--- config.mk ---
export PLATFORM = sky130hd
export DESIGN_NAME = axis_packet_arbiter
export DESIGN_NICKNAME = d
export VERILOG_FILES = /design/src/rtl/axis_arb_pkg.sv /design/src/rtl/axis_packet_arbiter_rr_picker.sv /design/src/rtl/axis_packet_arbiter.sv
export SDC_FILE = /design/constraint.sdc
export NUM_CORES = 1
export LEC_CHECK = 0
export BUFFER_PORTS_ARGS = -buffer_cell sky130_fd_sc_hd__buf_2
export CAP_MARGIN = 20
export CORE_ASPECT_RATIO = 1.25
export CORE_MARGIN = 10
export CORE_UTILIZATION = 39
export DETAILED_ROUTE_END_ITERATION = 8
export PLACE_DENSITY = 0.76
export RECOVER_POWER = 25
export SLEW_MARGIN = 20
export SYNTH_ARGS = -nofsm -noshare
export SYNTH_HDL_FRONTEND = slang
export SYNTH_SLANG_ARGS = --single-unit
--- constraint.sdc ---
create_clock -name clk -period 1.4 [get_ports clk]
set_clock_uncertainty 0.05 [all_clocks]
set_input_delay 0.07 -clock clk [delete_from_list [all_inputs] [get_ports clk]]
set_output_delay 0.07 -clock clk [all_outputs]
set_load 0.02 [all_outputs]
--- src/rtl/axis_arb_pkg.sv ---
// axis_arb_pkg: shared types, constants and header-word helper for the packet arbiter
package axis_arb_pkg;
    typedef enum logic [1:0] {IDLE, HEADER, PASS} arb_state_t;
    localparam logic [7:0] DEF_HEADER_MAGIC = 8'hA5;
    localparam int GRANT_W = 3;
    function automatic logic [15:0] make_header(input logic [7:0] magic, input logic [GRANT_W-1:0] id);
        return {magic, 8'(id)};
    endfunction
endpackage

--- src/rtl/axis_packet_arbiter_rr_picker.sv ---
// rr_picker: round-robin search for the first request after the pointer
module rr_picker import axis_arb_pkg::*; #(
    parameter int NUM_REQ = 2
) (
    input  logic [NUM_REQ-1:0] req,
    input  logic [GRANT_W-1:0] ptr,
    output logic               found,
    output logic [GRANT_W-1:0] index
);
    logic [NUM_REQ-1:0] rot;
    // rot[k] is the request k+1 positions after the pointer
    assign rot = NUM_REQ'({req, req} >> ({1'b0, ptr} + 4'd1));
    always_comb begin
        found = 1'b0;
        index = '0;
        for (int k = NUM_REQ - 1; k >= 0; k--)
            if (rot[k]) begin
                found = 1'b1;
                index = GRANT_W'((int'(ptr) + 1 + k) % NUM_REQ);
            end
    end
endmodule

--- src/rtl/axis_packet_arbiter.sv ---
// axis_packet_arbiter: packet-atomic round-robin AXIS mux, each packet prefixed by a source header word
module axis_packet_arbiter import axis_arb_pkg::*; #(
    parameter int         NUM_REQ      = 2,
    parameter int         DATA_WIDTH   = 16,
    parameter logic [7:0] HEADER_MAGIC = axis_arb_pkg::DEF_HEADER_MAGIC
) (
    input  logic                          clk,
    input  logic                          rst,
    input  logic [NUM_REQ*DATA_WIDTH-1:0] s_tdata,
    input  logic [NUM_REQ-1:0]            s_tvalid,
    input  logic [NUM_REQ-1:0]            s_tlast,
    output logic [NUM_REQ-1:0]            s_tready,
    output logic [DATA_WIDTH-1:0]         m_tdata,
    output logic                          m_tvalid,
    output logic                          m_tlast,
    output logic                          m_tuser,
    input  logic                          m_tready,
    output logic [GRANT_W-1:0]            grant_id,
    output logic                          busy,
    output logic [15:0]                   packet_count
);
    localparam int SW = NUM_REQ > 1 ? $clog2(NUM_REQ) : 1;
    arb_state_t state;
    logic [GRANT_W-1:0] ptr, pick;
    logic [DATA_WIDTH-1:0] hdr;
    logic found, hdr_st, pass_st;
    logic [SW-1:0] sel;
    rr_picker #(.NUM_REQ(NUM_REQ)) u_pick (
        .req   (s_tvalid),
        .ptr   (ptr),
        .found (found),
        .index (pick)
    );
    assign sel      = grant_id[SW-1:0];
    assign hdr_st   = state == HEADER;
    assign pass_st  = state == PASS;
    // payload beats pass straight through so the granted source sees adapter backpressure directly
    assign m_tvalid = hdr_st | (pass_st & s_tvalid[sel]);
    assign m_tlast  = pass_st & s_tlast[sel];
    assign m_tuser  = hdr_st;
    assign m_tdata  = hdr_st ? hdr : pass_st ? s_tdata[sel*DATA_WIDTH +: DATA_WIDTH] : '0;
    assign s_tready = pass_st ? NUM_REQ'(m_tready) << sel : '0;
    always_ff @(posedge clk or negedge rst) begin
        if (!rst) begin
            state        <= IDLE;
            ptr          <= GRANT_W'(NUM_REQ - 1);
            grant_id     <= '0;
            hdr          <= '0;
            busy         <= 1'b0;
            packet_count <= '0;
        end else begin
            case (state)
                IDLE: if (found) begin
                    state    <= HEADER;
                    grant_id <= pick;
                    hdr      <= make_header(HEADER_MAGIC, pick);
                    busy     <= 1'b1;
                end
                HEADER: if (m_tready) state <= PASS;
                PASS: if (m_tvalid && m_tready && m_tlast) begin
                    state        <= IDLE;
                    ptr          <= grant_id;
                    packet_count <= packet_count + 16'd1;
                    busy         <= 1'b0;
                end
                default: state <= IDLE;
            endcase
        end
    end
endmodule
# Word-level counts from Yosys, hierarchy flattened
# Cells that the tools add are included.
[word_totals] register_bits=29 in_bits=39 out_inout_bits=41 elab_cells=50
[classes] n_addsub=4 n_lt_le_gt_ge=1 n_eq_ne=5 n_shift=3 n_mux=18 n_bitwise=5 n_reduce_logical=8
[ops] op="adder 32 x 2 -> 32 bit (second input constant)" count=1
[ops] op="two-way mux 16 bit" count=2
[ops] op="variable part select 32 x 6 -> 16 bit" count=1
[ops] op="adder 16 x 1 -> 16 bit (second input constant)" count=1
[ops] op="adder 3 x 1 -> 4 bit (second input constant)" count=2
[ops] op="two-way mux 1 bit" count=8
[ops] op="two-way mux 2 bit" count=4
[ops] op="two-way mux 3 bit" count=2
[ops] op="case mux 2 bit (3 select lines)" count=1
[ops] op="AND reduction 3 bit" count=2
[ops] op="!= test 2 bit (second input constant)" count=2
[ops] op="AND reduction 2 bit" count=2
[ops] op=">> shifter 4 x 4 -> 2 bit" count=1
[ops] op="bitwise AND 1 bit" count=3
[ops] op="== test 2 x 1 -> 1 bit (second input constant)" count=1
[ops] op="== test 2 bit (second input constant)" count=1
[ops] op="logical AND 1 bit" count=2
[ops] op="logical NOT 2 bit" count=1
[ops] op="less-than comparator 1 x 2 -> 1 bit (second input constant)" count=1
[ops] op="!= test 2 x 1 -> 1 bit (second input constant)" count=1
[ops] op="case mux 1 bit (2 select lines)" count=1
[ops] op="nonzero test 2 bit" count=1
[ops] op="<< shifter 1 x 1 -> 2 bit" count=1
[ops] op="bitwise AND 1 bit (first input constant)" count=1
[ops] op="bitwise OR 1 bit" count=1

# Logic depth before layout (Yosys ltp)
# Gate-level depths: netlist (run 1).
[depth] ltp_word=8 depth_mapped=5 ltp_nobuf=5

# Cells and area by module
# Synthesis (run 1) repeated with hierarchy kept, for this count alone.
[hier_totals] cells_unflattened=149 area_unflattened_um2=1530.2
[by_module_without_submodules] module="axis_packet_arbiter" instances=1 cells_each=141 area_each_um2=1478.9 seq_area_each_um2=651.9
[by_module_without_submodules] module="rr_picker" instances=1 cells_each=8 area_each_um2=51.3 seq_area_each_um2=0.0

# Worst setup path after synthesis (run 1)
# OpenSTA, ideal clock, no wires.
[synth_path] path_kind="reg-to-reg" start="reg, netlist name hdr[0]" end="reg packet_count[1]" arrival_ps=1394 required_time_ps=1225 slack_ps=-168 stages_incl_launch_ff=5 n_path_buf=1 synth_period_minus_slack_ps=1568 cell_sequence="dfrtp_1 buf_6 nand3b_4 a21oi_1 mux2_2"
[synth_lines] element="to (signal assigned)" line_no="axis_packet_arbiter.sv:63" source="packet_count <= packet_count + 16'd1;"
[synth_lines] element="to (decl)" line_no="axis_packet_arbiter.sv:20" source="output logic [15:0] packet_count"

==> results of run 1 <==
## per-stage QoR
step	setup slack, ns	hold WS (ns)	util (%)
2_1_floorplan	-0.0628	-0.276	-
3_3_place_gp	-0.0433	0.00884	56.8
3_5_place_dp	-0.117	0.0155	56.8
4_1_cts	-0.135	0.0216	62.3
5_1_grt	-0.258	0.0248	70.3
6_report	-0.178	0.0239	70.3
## sequential cells by signal, summed over array words and instances, names as in the netlist
signal / flops
packet_count: 16
hdr: 2
state: 2
busy: 1
ptr: 1
## cell usage after synthesis, drive strengths merged
library cell	count
and3	7
nor2b	1
a21oi	2
nor2	17
dfstp	1
o21bai	1
dfrtp	21
nand3b	2
conb	1
inv	1
o21a	1
nor3b	1
nand2b	2
nand4	3
o22ai	1
nor3	1
ha	1
a21boi	1
xor2	4
clkbuf	3
a211oi	2
a31oi	1
o21ai	5
nand3	6
mux2i	18
mux2	2
nand2	8
buf	6
xnor2	11
or2	1
## final cells by class
| type | count | share of cell area, % |
|---|---|---|
| Inverter | 1 | 0.164 |
| Clock inverter | 1 | 1.31 |
| Sequential cell | 22 | 24.5 |
| Tap cell | 37 | 2.03 |
| Clock buffer | 3 | 1.81 |
| Timing Repair Buffer | 104 | 31.8 |
| Multi-Input combinational cell | 101 | 38.3 |
## repair_timing
action / 4_1_cts / 5_1_grt
endpoints found under the hold margin: 21 / 0
hold buffers: 1 / 0
gates resized for setup: 20 / 46
pin swaps: 7 / 10
endpoints found under the setup margin: 36 / 37
gates cloned: 1 / 2
setup buffers: 3 / 6
## power by group
| group | total (µW) | switching, µW | internal (µW) |
|---|---|---|---|
| clock network | 600 | 218 | 383 |
| logic | 2380 | 1180 | 1190 |
| registers | 836 | 91.5 | 744 |
| total | 3810 | 1490 | 2320 |
## worst paths after layout
kind,slack (ns),start,endpoint
worst min register to register,0.43,hdr[8]$_DFFE_PN0P_,hdr[8]$_DFFE_PN0P_
worst max register to register,-0.17,hdr[0]$_DFFE_PN0P_,packet_count[11]$_DFFE_PN0P_
max in group asynchronous,0.66,rst,hdr[0]$_DFFE_PN0P_
worst min-delay path,0.02,s_tvalid[0],hdr[0]$_DFFE_PN0P_
min in group asynchronous,0.25,rst,packet_count[8]$_DFFE_PN0P_
worst max-delay path,-0.18,hdr[0]$_DFFE_PN0P_,m_tdata[15]
## per-layer routing
metal / GRT usage [%] / wire, µm / vias up
met4: 4.23 / 86 / 0
met2: 22.6 / 2440 / 63
li1: - / - / 644
met1: 13.5 / 1790 / 642
met5: 0 / 0 / -
met3: 5.59 / 451 / 7
## cells by family (layout without fill, tap and decap cells)
kind of cell	Yosys count	count (layout)	share of synthesized area (%)
flops	22	22	41.5
xor+xnor	15	15	9.88
buf+inv	10	109	4.33
simple gates	49	49	19.6
other cells	1	2	0.282
fa+ha+maj	1	1	0.941
compound gates	14	14	8.28
mux	20	20	15.2
==> results.py, run 1 <==
metrics = {
    "timing": {
        "final_max_slew_viol_count": 0,
        "hold_viol": 0,
        "tightest_slew_ns": 0.540,
        "tns_ns": -4.10,
        "finalSetupViolations": 36,
        "rsz0062_at_grt": "true",
        "slew_headroom_pct": 64.0,
        "setup_ws_ns": -0.178,
        "final.period_utilization_pct": 113,
        "fmax_ghz": 0.634,
        "period_needed_ns": 1.58,
    },
    "cells_and_area": {
        "nFillCells": 224,
        "regArea_um2": 561,
        "layout_commonest_cell": "buf_2",
        "diodes": 0,
        "final_cell_mix": "57 x buf_2, 31 x buf_4, 16 x mux2i_1, 14 x nor2_1, 14 x dfrtp_1",
        "multiInputGateArea_um2": 876,
        "finalNonFillerCells": 269,
        "drive_above_1_share_pct": 61.2,
        "syn_to_final_growth_pct": 71.8,
        "num-nets-final": 273,
        "design_area_um2": 2280,
    },
    "place": {
        "place_area_um2": 1850,
        "numPortBuffers": 77,
        "dp_cells": 253,
        "dp_hpwl_um": 3350,
        "gp_congestion": 0.766,
    },
    "synth": {
        "ys_seq_elements": 22,
        "ys_warn_count": 0,
        "synth_top_area_cell": "dfrtp_1",
        "netlist_area_um2": 1330,
        "yosysTopAreaCellShare_pct": 39.5,
        "yosys-top-cells-area": "dfrtp_1 40%, mux2i_1 14%, xnor2_1 7.2%",
        "netlist_instances": 132,
        "syn_area_per_cell_um2": 10.1,
        "synth.distinct_cells": 35,
        "ys_seq_area_share_pct": 41.5,
    },
    "worst_setup_path": {
        "arrival_ns": 1.46,
        "crit_path_max_incr_delay_ns": 0.46,
        "cp_slowest_cell": "dfrtp_2",
        "cp_num_buf_inv": 3,
        "r2r_cells": 5,
        "crit_chain": "buf_4 -> buf_12 -> mux2i_2 -> o21ai_2 -> buf_6",
        "crit_cells": 5,
        "critPathMaxFanout": 6,
        "start_kind": "flop",
        "crit_path_end_kind": "output pin",
        "cp.required_ns": 1.28,
        "critical_path_class": "reg -> out",
        "crit_family": "flip-flops",
    },
    "floorplanning": {
        "num_rows": 23,
        "die_y_um": 85.3,
        "die_area_um2": 6160,
        "initial_core_util_pct": 40.9,
        "dieWidth_um": 72.2,
        "core_area_um2": 3250,
        "io_pins": 80,
    },
    "clock_tree": {
        "cts.sinks": 22,
        "htreeDepth": 1,
        "clock_latency_ns": 0.27,
        "numCtsBuffers": 3,
        "clock_path_buffers": 2,
        "cts_tree": "yes",
        "cts_root_buf": "clkbuf_8",
        "clkTransAtPathRegs_ns": 0.08,
    },
    "power_and_ir_drop": {
        "ir_drop_mv": 1.80,
        "powerDensity_nw_per_um2": 1670,
        "p_total_uw": 3810,
        "p_leak_uw": 0.00122,
    },
    "route": {
        "wirelength_um": 4760,
        "ant_nets": 0,
        "drt_iter0_drc": 42,
        "vias": 1356,
        "first_pass_iters": 4,
        "viasPerCell": 5.04,
        "drc": 0,
        "routedWlPerCell_um": 17.7,
    },
    "global_routing": {
        "grtUsageTotal_pct": 13.0,
        "grt_max_degree": 23,
        "grt_pass1_vias": 1425,
        "grt_first_pass_wirelength_um": 6680,
        "antenna_found_initial": 0,
        "gr-total-overflow": 0,
    },
    "outcome": {
        "outcome": "finished with violations",
        "violations": "setup timing",
    },
    "run": {
        "max_cap_violations": 0,
    },
    "hold_path": {
        "worstHoldPathCells": 2,
        "hold_class": "in -> reg",
    },
}
Power figures use the tool's default switching activity.
==> run 2: changes to the inputs <==
Settings changed: CORE_UTILIZATION 39 to 40, CTS_BUF_LIST set to sky130_fd_sc_hd__clkbuf_2, PLACE_DENSITY 0.76 to 0.78.
==> run 2 against run 1 <==
Net effect:
- the flow still finishes with violations (setup timing)
- first-iteration DRC count up 76%
- sequential power grew 2%
- cell count is 1.5% lower
- highest routed layer unchanged
==> results.py, run 2 (synthesis gave the netlist of run 1 again) <==
metrics = {
    "timing": {
        "final_max_slew_viol_count": 0,
        "setup_ws_ns": -0.231,
        "rsz0062_at_grt": "true",
        "tns_ns": -5.96,
        "final.period_utilization_pct": 117,
        "period_needed_ns": 1.63,
        "finalSetupViolations": 36,
        "slew_headroom_pct": 23.8,
        "hold_viol": 0,
        "hold_slack_ns": 0.0891,
        "tightest_slew_ns": 1.14,
        "fmax_ghz": 0.613,
    },
    "global_routing": {
        "antenna_found_initial": 0,
        "top_usage_layer": "met2",
        "grt_pass1_vias": 1377,
        "gr-total-overflow": 0,
        "met2_usage_pct": 23.6,
        "grtUsageMet3_pct": 5.42,
        "grt_max_degree": 23,
        "grt_first_pass_wirelength_um": 7110,
        "grtUsageTotal_pct": 14.2,
        "met1_usage_pct": 16.6,
    },
    "cells_and_area": {
        "regMostFlops": "packet_count",
        "num-nets-final": 269,
        "drive_above_1_share_pct": 55.7,
        "final_cell_mix": "56 x buf_2, 22 x buf_4, 17 x mux2i_1, 15 x nor2_1, 14 x dfrtp_1",
        "top_regs": "packet_count x16, hdr x2, state x2",
        "diodes": 0,
        "layout_commonest_cell": "buf_2",
        "largest_reg_flops": 16,
        "syn_to_final_growth_pct": 66.2,
        "design_area_um2": 2210,
        "final_util_pct": 69.2,
    },
    "route": {
        "wirelength_um": 5100,
        "first_pass_iters": 4,
        "routedWlPerCell_um": 19.2,
        "ant_nets": 0,
        "viasPerCell": 5.15,
        "drc": 0,
        "vias": 1366,
        "drt_iter0_drc": 74,
    },
    "power_and_ir_drop": {
        "ir_drop_mv": 1.67,
        "combPwrFrac_pct": 70.5,
        "power_switching_uw": 1530,
        "p_int_uw": 2140,
        "p_leak_uw": 0.00119,
        "sw_frac_of_total_pct": 41.6,
        "powerDensity_nw_per_um2": 1660,
        "clkPwrFrac_pct": 6.4,
        "seq_power_share_pct": 23.2,
    },
    "floorplanning": {
        "dieWidth_um": 71.6,
        "die_y_um": 84.5,
        "die_area_um2": 6050,
        "io_pins": 80,
        "num_rows": 23,
        "core_area_um2": 3190,
        "initial_core_util_pct": 41.6,
    },
    "outcome": {
        "outcome": "finished with violations",
        "violations": "setup timing",
    },
    "worst_setup_path": {
        "arrival_ns": 1.51,
        "cp.required_ns": 1.28,
        "ff2ff_setup_slack_ns": -0.22,
        "critPathMaxFanout": 5,
        "rr_startpoint": "hdr[0]$_DFFE_PN0P_",
        "cp_slowest_cell": "dfrtp_2",
        "crit_path_end_kind": "output pin",
        "r2r_cells": 4,
        "crit_chain": "buf_12 -> mux2i_1 -> o21ai_0 -> buf_2",
        "rr_endpoint": "packet_count[5]$_DFFE_PN0P_",
        "crit_path_max_incr_delay_ns": 0.51,
        "critical_path_class": "reg -> out",
        "start_kind": "flop",
    },
    "place": {
        "place_area_um2": 1810,
        "dp_hpwl_um": 3420,
        "numPortBuffers": 77,
        "pre_cts_ws_ns": -0.104,
        "gp_congestion": 0.748,
    },
    "clock_tree": {
        "htreeDepth": 1,
        "cts_root_buf": "clkbuf_2",
        "clock_path_buffers": 2,
        "cts_tree": "yes",
        "clock_latency_ns": 0.31,
        "numCtsBuffers": 3,
        "cts.sinks": 22,
        "clkTransAtPathRegs_ns": 0.18,
    },
    "hold_path": {
        "holdPathEnd": "hdr[0]$_DFFE_PN0P_",
        "hp-start": "s_tvalid[1]",
        "worstHoldPathCells": 3,
        "hold_class": "in -> reg",
    },
    "run": {
        "max_cap_violations": 0,
    },
}
==> run 2: metal layers <==
metal | wire [µm] | part of all wire, %
met5 | 0 | 0
met1 | 2110 | 41
met3 | 570 | 11
met4 | 7 | 0.14
met2 | 2410 | 47
==> run 2: layout make-up <==
| class | instances | area, µm² |
|---|---|---|
| fillers | 218 | 983 |
| multi-input cells | 101 | 817 |
| repair buffers | 100 | 764 |
| flip-flops and latches | 22 | 561 |
| well taps | 37 | 46.3 |
| clock inverters | 1 | 3.75 |
| clock buffers | 3 | 15.0 |
| inverters | 1 | 3.75 |
==> run 2: worst max-delay path by stage <==
stage,cells after the start,start,endpoint
after global placement,4,state[0]$_DFFE_PN0P_,packet_count[5]$_DFFE_PN0P_
after CTS,5,state[0]$_DFFE_PN0P_,m_tvalid
final,4,hdr[0]$_DFFE_PN0P_,m_tdata[15]
after global routing,5,hdr[0]$_DFFE_PN0P_,m_tdata[6]
after detailed placement,4,state[0]$_DFFE_PN0P_,packet_count[7]$_DFFE_PN0P_
after floorplan,5,hdr[0]$_DFFE_PN0P_,packet_count[5]$_DFFE_PN0P_
==> run 2: critical path: cells and delay by family, from the launching register on <==
family / cells / cell delay [ns]
compound gates: 1 / 0.21
buf+inv: 2 / 0.38
flops: 1 / 0.51
mux: 1 / 0.11
==> run 2: repair_timing <==
action	4_1_cts	5_1_grt
hold buffers	3	0
pin swaps	7	11
cloned	1	2
hold endpoints to repair	24	0
resized for setup	38	20
setup buffers	2	6
setup endpoints to repair	36	37
==> run 2: power groups by stage <==
| stage | Sequential, µW | Clock, µW | Combinational (µW) |
|---|---|---|---|
| global placement | 822 | 0 | 1640 |
| global route | 861 | 286 | 2710 |
| CTS | 831 | 255 | 2120 |
| floorplan | 887 | 0 | 1060 |
| finish | 851 | 233 | 2590 |
| detailed placement | 827 | 0 | 1660 |
==> run 2: metrics by stage <==
stage | std cells | total power, µW
3_5_place_dp | 248 | 2490
2_1_floorplan | 133 | 1950
6_report | 265 | 3670
5_1_grt | 265 | 3860
3_3_place_gp | 248 | 2460
4_1_cts | 258 | 3200
==> run 3: changes to the inputs <==
--- a/config.mk
+++ b/config.mk
@@ -11,3 +11,3 @@
 export CORE_MARGIN = 10
-export CORE_UTILIZATION = 40
+export CORE_UTILIZATION = 42
 export CTS_BUF_LIST = sky130_fd_sc_hd__clkbuf_2
@@ -19,2 +19,3 @@
 export SYNTH_HDL_FRONTEND = slang
+export SYNTH_HIERARCHICAL = 1
 export SYNTH_SLANG_ARGS = --single-unit
==> constraint.sdc (replaced) <==
create_clock -name clk -period 1.4 [get_ports clk]
set_clock_uncertainty 0.05 [all_clocks]
set_input_delay 0.28 -clock clk [delete_from_list [all_inputs] [get_ports clk]]
set_output_delay 0.28 -clock clk [all_outputs]
set_load 0.02 [all_outputs]
==> run 3 against run 2 <==
Net effect:
- the flow still finishes with violations (setup timing)
- utilization is 13 points higher
- global-route usage is 0.86 points higher
- synthesized cell count grew 13%
- largest cell class unchanged
==> results.py, run 3 <==
metrics = {
    "outcome": {
        "outcome": "finished with violations",
        "violations": "setup timing",
    },
    "synth": {
        "synth_commonest_cells": "25 x dfrtp_1, 18 x mux2i_1, 15 x nor2_1",
        "netlist_instances": 149,
        "ys_warn_count": 6,
        "postSynth.asyncResetShare_pct": 100,
        "syn_area_per_cell_um2": 10.3,
        "netlist_area_um2": 1530,
        "synth-main-ff-cell": "dfrtp_1",
        "yosysTopAreaCellShare_pct": 40.9,
        "synth_top_area_cell": "dfrtp_1",
        "synth_edf_count": 0,
        "synth_most_common_cell": "dfrtp_1",
        "yosys-top-cells-area": "dfrtp_1 41%, mux2i_1 12%, xnor2_1 5.7%",
        "ys_seq_area_share_pct": 42.6,
        "ys_seq_elements": 26,
        "synth.distinct_cells": 34,
    },
    "run": {
        "max_cap_violations": 0,
    },
    "clock_tree": {
        "htreeDepth": 1,
        "clock_path_buffers": 2,
        "cts_root_buf": "clkbuf_2",
        "cts_tree": "yes",
        "clock_latency_ns": 0.33,
        "cts.sinks": 26,
        "clkTransAtPathRegs_ns": 0.23,
        "numCtsBuffers": 3,
    },
    "floorplanning": {
        "core_area_um2": 3510,
        "die_y_um": 87.5,
        "initial_core_util_pct": 43.6,
        "dieWidth_um": 74.0,
        "num_rows": 24,
        "io_pins": 80,
        "die_area_um2": 6470,
    },
    "timing": {
        "final.period_utilization_pct": 131,
        "setup_ws_ns": -0.441,
        "hold_viol": 0,
        "slew_headroom_pct": 58.5,
        "rsz0062_at_grt": "true",
        "period_needed_ns": 1.84,
        "final_max_slew_viol_count": 0,
        "finalSetupViolations": 47,
        "tightest_slew_ns": 0.622,
        "fmax_ghz": 0.543,
    },
    "place": {
        "gp_congestion": 0.748,
        "place_area_um2": 2330,
        "dp_hpwl_um": 3750,
        "numPortBuffers": 79,
    },
    "cells_and_area": {
        "largest_reg_flops": 16,
        "design_area_um2": 2900,
        "regMostFlops": "packet_count",
        "final_cell_mix": "58 x buf_2, 33 x buf_4, 26 x buf_6, 13 x dfrtp_1, 12 x dfrtp_2",
        "syn_to_final_growth_pct": 89.5,
        "final_util_pct": 82.5,
        "top_regs": "packet_count x16, ptr x3",
        "num-nets-final": 308,
        "diodes": 0,
        "layout_commonest_cell": "buf_2",
        "drive_above_1_share_pct": 75.7,
    },
    "global_routing": {
        "grt_pass1_vias": 1647,
        "gr-total-overflow": 0,
        "top_usage_layer": "met2",
        "grt_max_degree": 27,
        "met1_usage_pct": 17.0,
        "grtUsageMet3_pct": 4.45,
        "met2_usage_pct": 26.9,
        "antenna_found_initial": 0,
        "grt_first_pass_wirelength_um": 7970,
        "grtUsageTotal_pct": 15.1,
    },
    "worst_setup_path": {
        "r2r_cells": 5,
        "start_kind": "flop",
        "ff2ff_setup_slack_ns": -0.31,
        "rr_startpoint": "grant_id[0]$_DFFE_PN0P_",
        "cp.required_ns": 1.07,
        "critPathMaxFanout": 4,
        "crit_path_end_kind": "output pin",
        "arrival_ns": 1.51,
        "rr_endpoint": "packet_count[12]$_DFFE_PN0P_",
        "critical_path_class": "reg -> out",
    },
    "hold_path": {
        "holdPathEnd": "state[0]$_DFFE_PN0P_",
        "hp-start": "m_tready",
        "hold_class": "in -> reg",
        "worstHoldPathCells": 3,
    },
    "route": {
        "wirelength_um": 5550,
        "vias": 1585,
        "first_pass_iters": 4,
        "ant_nets": 0,
        "drc": 0,
        "routedWlPerCell_um": 18.1,
        "drt_iter0_drc": 57,
        "viasPerCell": 5.18,
    },
    "power_and_ir_drop": {
        "seq_power_share_pct": 23.8,
        "p_total_uw": 4570,
        "ir_drop_mv": 1.63,
        "power_switching_uw": 1940,
        "p_leak_uw": 0.00140,
        "combPwrFrac_pct": 70.2,
        "powerDensity_nw_per_um2": 1580,
        "clkPwrFrac_pct": 6.0,
        "p_int_uw": 2630,
        "sw_frac_of_total_pct": 42.5,
    },
}
[run 3: final cells by class]
| type | count | area (µm²) |
|---|---|---|
| Clock inverter | 1 | 3.75 |
| Inverter | 3 | 13.8 |
| Multi-Input combinational cell | 109 | 1200 |
| Sequential cell | 26 | 667 |
| Tap cell | 39 | 48.8 |
| Clock buffer | 3 | 15.0 |
| Fill cell | 198 | 613 |
| Timing Repair Buffer | 125 | 951 |
[run 3: critical path: stages (launching register included)]
cell	delay, ns
dfrtp_2	0.51
nand2b_4	0.17
buf_4	0.15
o22ai_2	0.17
buf_4	0.18
[run 3: repair_timing]
item | CTS | global route
hold buffers | 1 | 0
pin swaps | 19 | 5
setup endpoints to repair | 51 | 54
endpoints found under the hold margin | 25 | 0
setup buffers | 8 | 6
resized for setup | 55 | 53
[run 3: cells by family after synthesis]
| kind of cell | synth area share, % |
|---|---|
| AOI/OAI and AO/OA | 8.34 |
| xor gates and xnor gates | 8.59 |
| adders and majority gates | 0.818 |
| buffers and inverters | 5.72 |
| DFF | 42.6 |
| muxes | 16.2 |
| other | 0.245 |
| and+or+nand+nor | 17.5 |
[run 3: power by group through the flow]
stage               clock, µW  combinational, µW  sequential [µW]
finish                    272               3210             1090
global route              311               3400             1110
CTS                       280               2760             1060
detailed placement          0               2340             1060
global placement            0               2300             1050
floorplan                   0               1550             1110
[run 3: layer usage]
layer | vias up | share of wire, % | routed length [µm]
met5 | - | 0 | 0
met1 | 755 | 36 | 2020
li1 | 751 | - | -
met3 | 14 | 9.5 | 529
met2 | 65 | 52 | 2870
met4 | 0 | 2.3 | 128
[run 3: stage by stage]
stage	hold slack, ns	worst slack (ns)	TNS [ns]	cells
2_1_floorplan	-0.0656	-0.142	-1.92	150
3_5_place_dp	0.256	-0.222	-2.83	288
4_1_cts	0.180	-0.427	-13.18	300
3_3_place_gp	0.251	-0.151	-1.71	288
5_1_grt	0.184	-0.511	-17.32	306
6_report	0.208	-0.441	-13.05	306
[run 3: how the worst max path moves through the flow]
stage / startpoint / end / depth (start not counted)
floorplan: grant_id[0]$_DFFE_PN0P_ / packet_count[14]$_DFFE_PN0P_ / 5
global placement: s_tvalid[1] / packet_count[14]$_DFFE_PN0P_ / 5
detailed placement: s_tvalid[1] / packet_count[12]$_DFFE_PN0P_ / 5
CTS: grant_id[0]$_DFFE_PN0P_ / m_tdata[9] / 4
global route: grant_id[0]$_DFFE_PN0P_ / m_tdata[0] / 4
finish: state[1]$_DFFE_PN0P_ / m_tdata[0] / 4
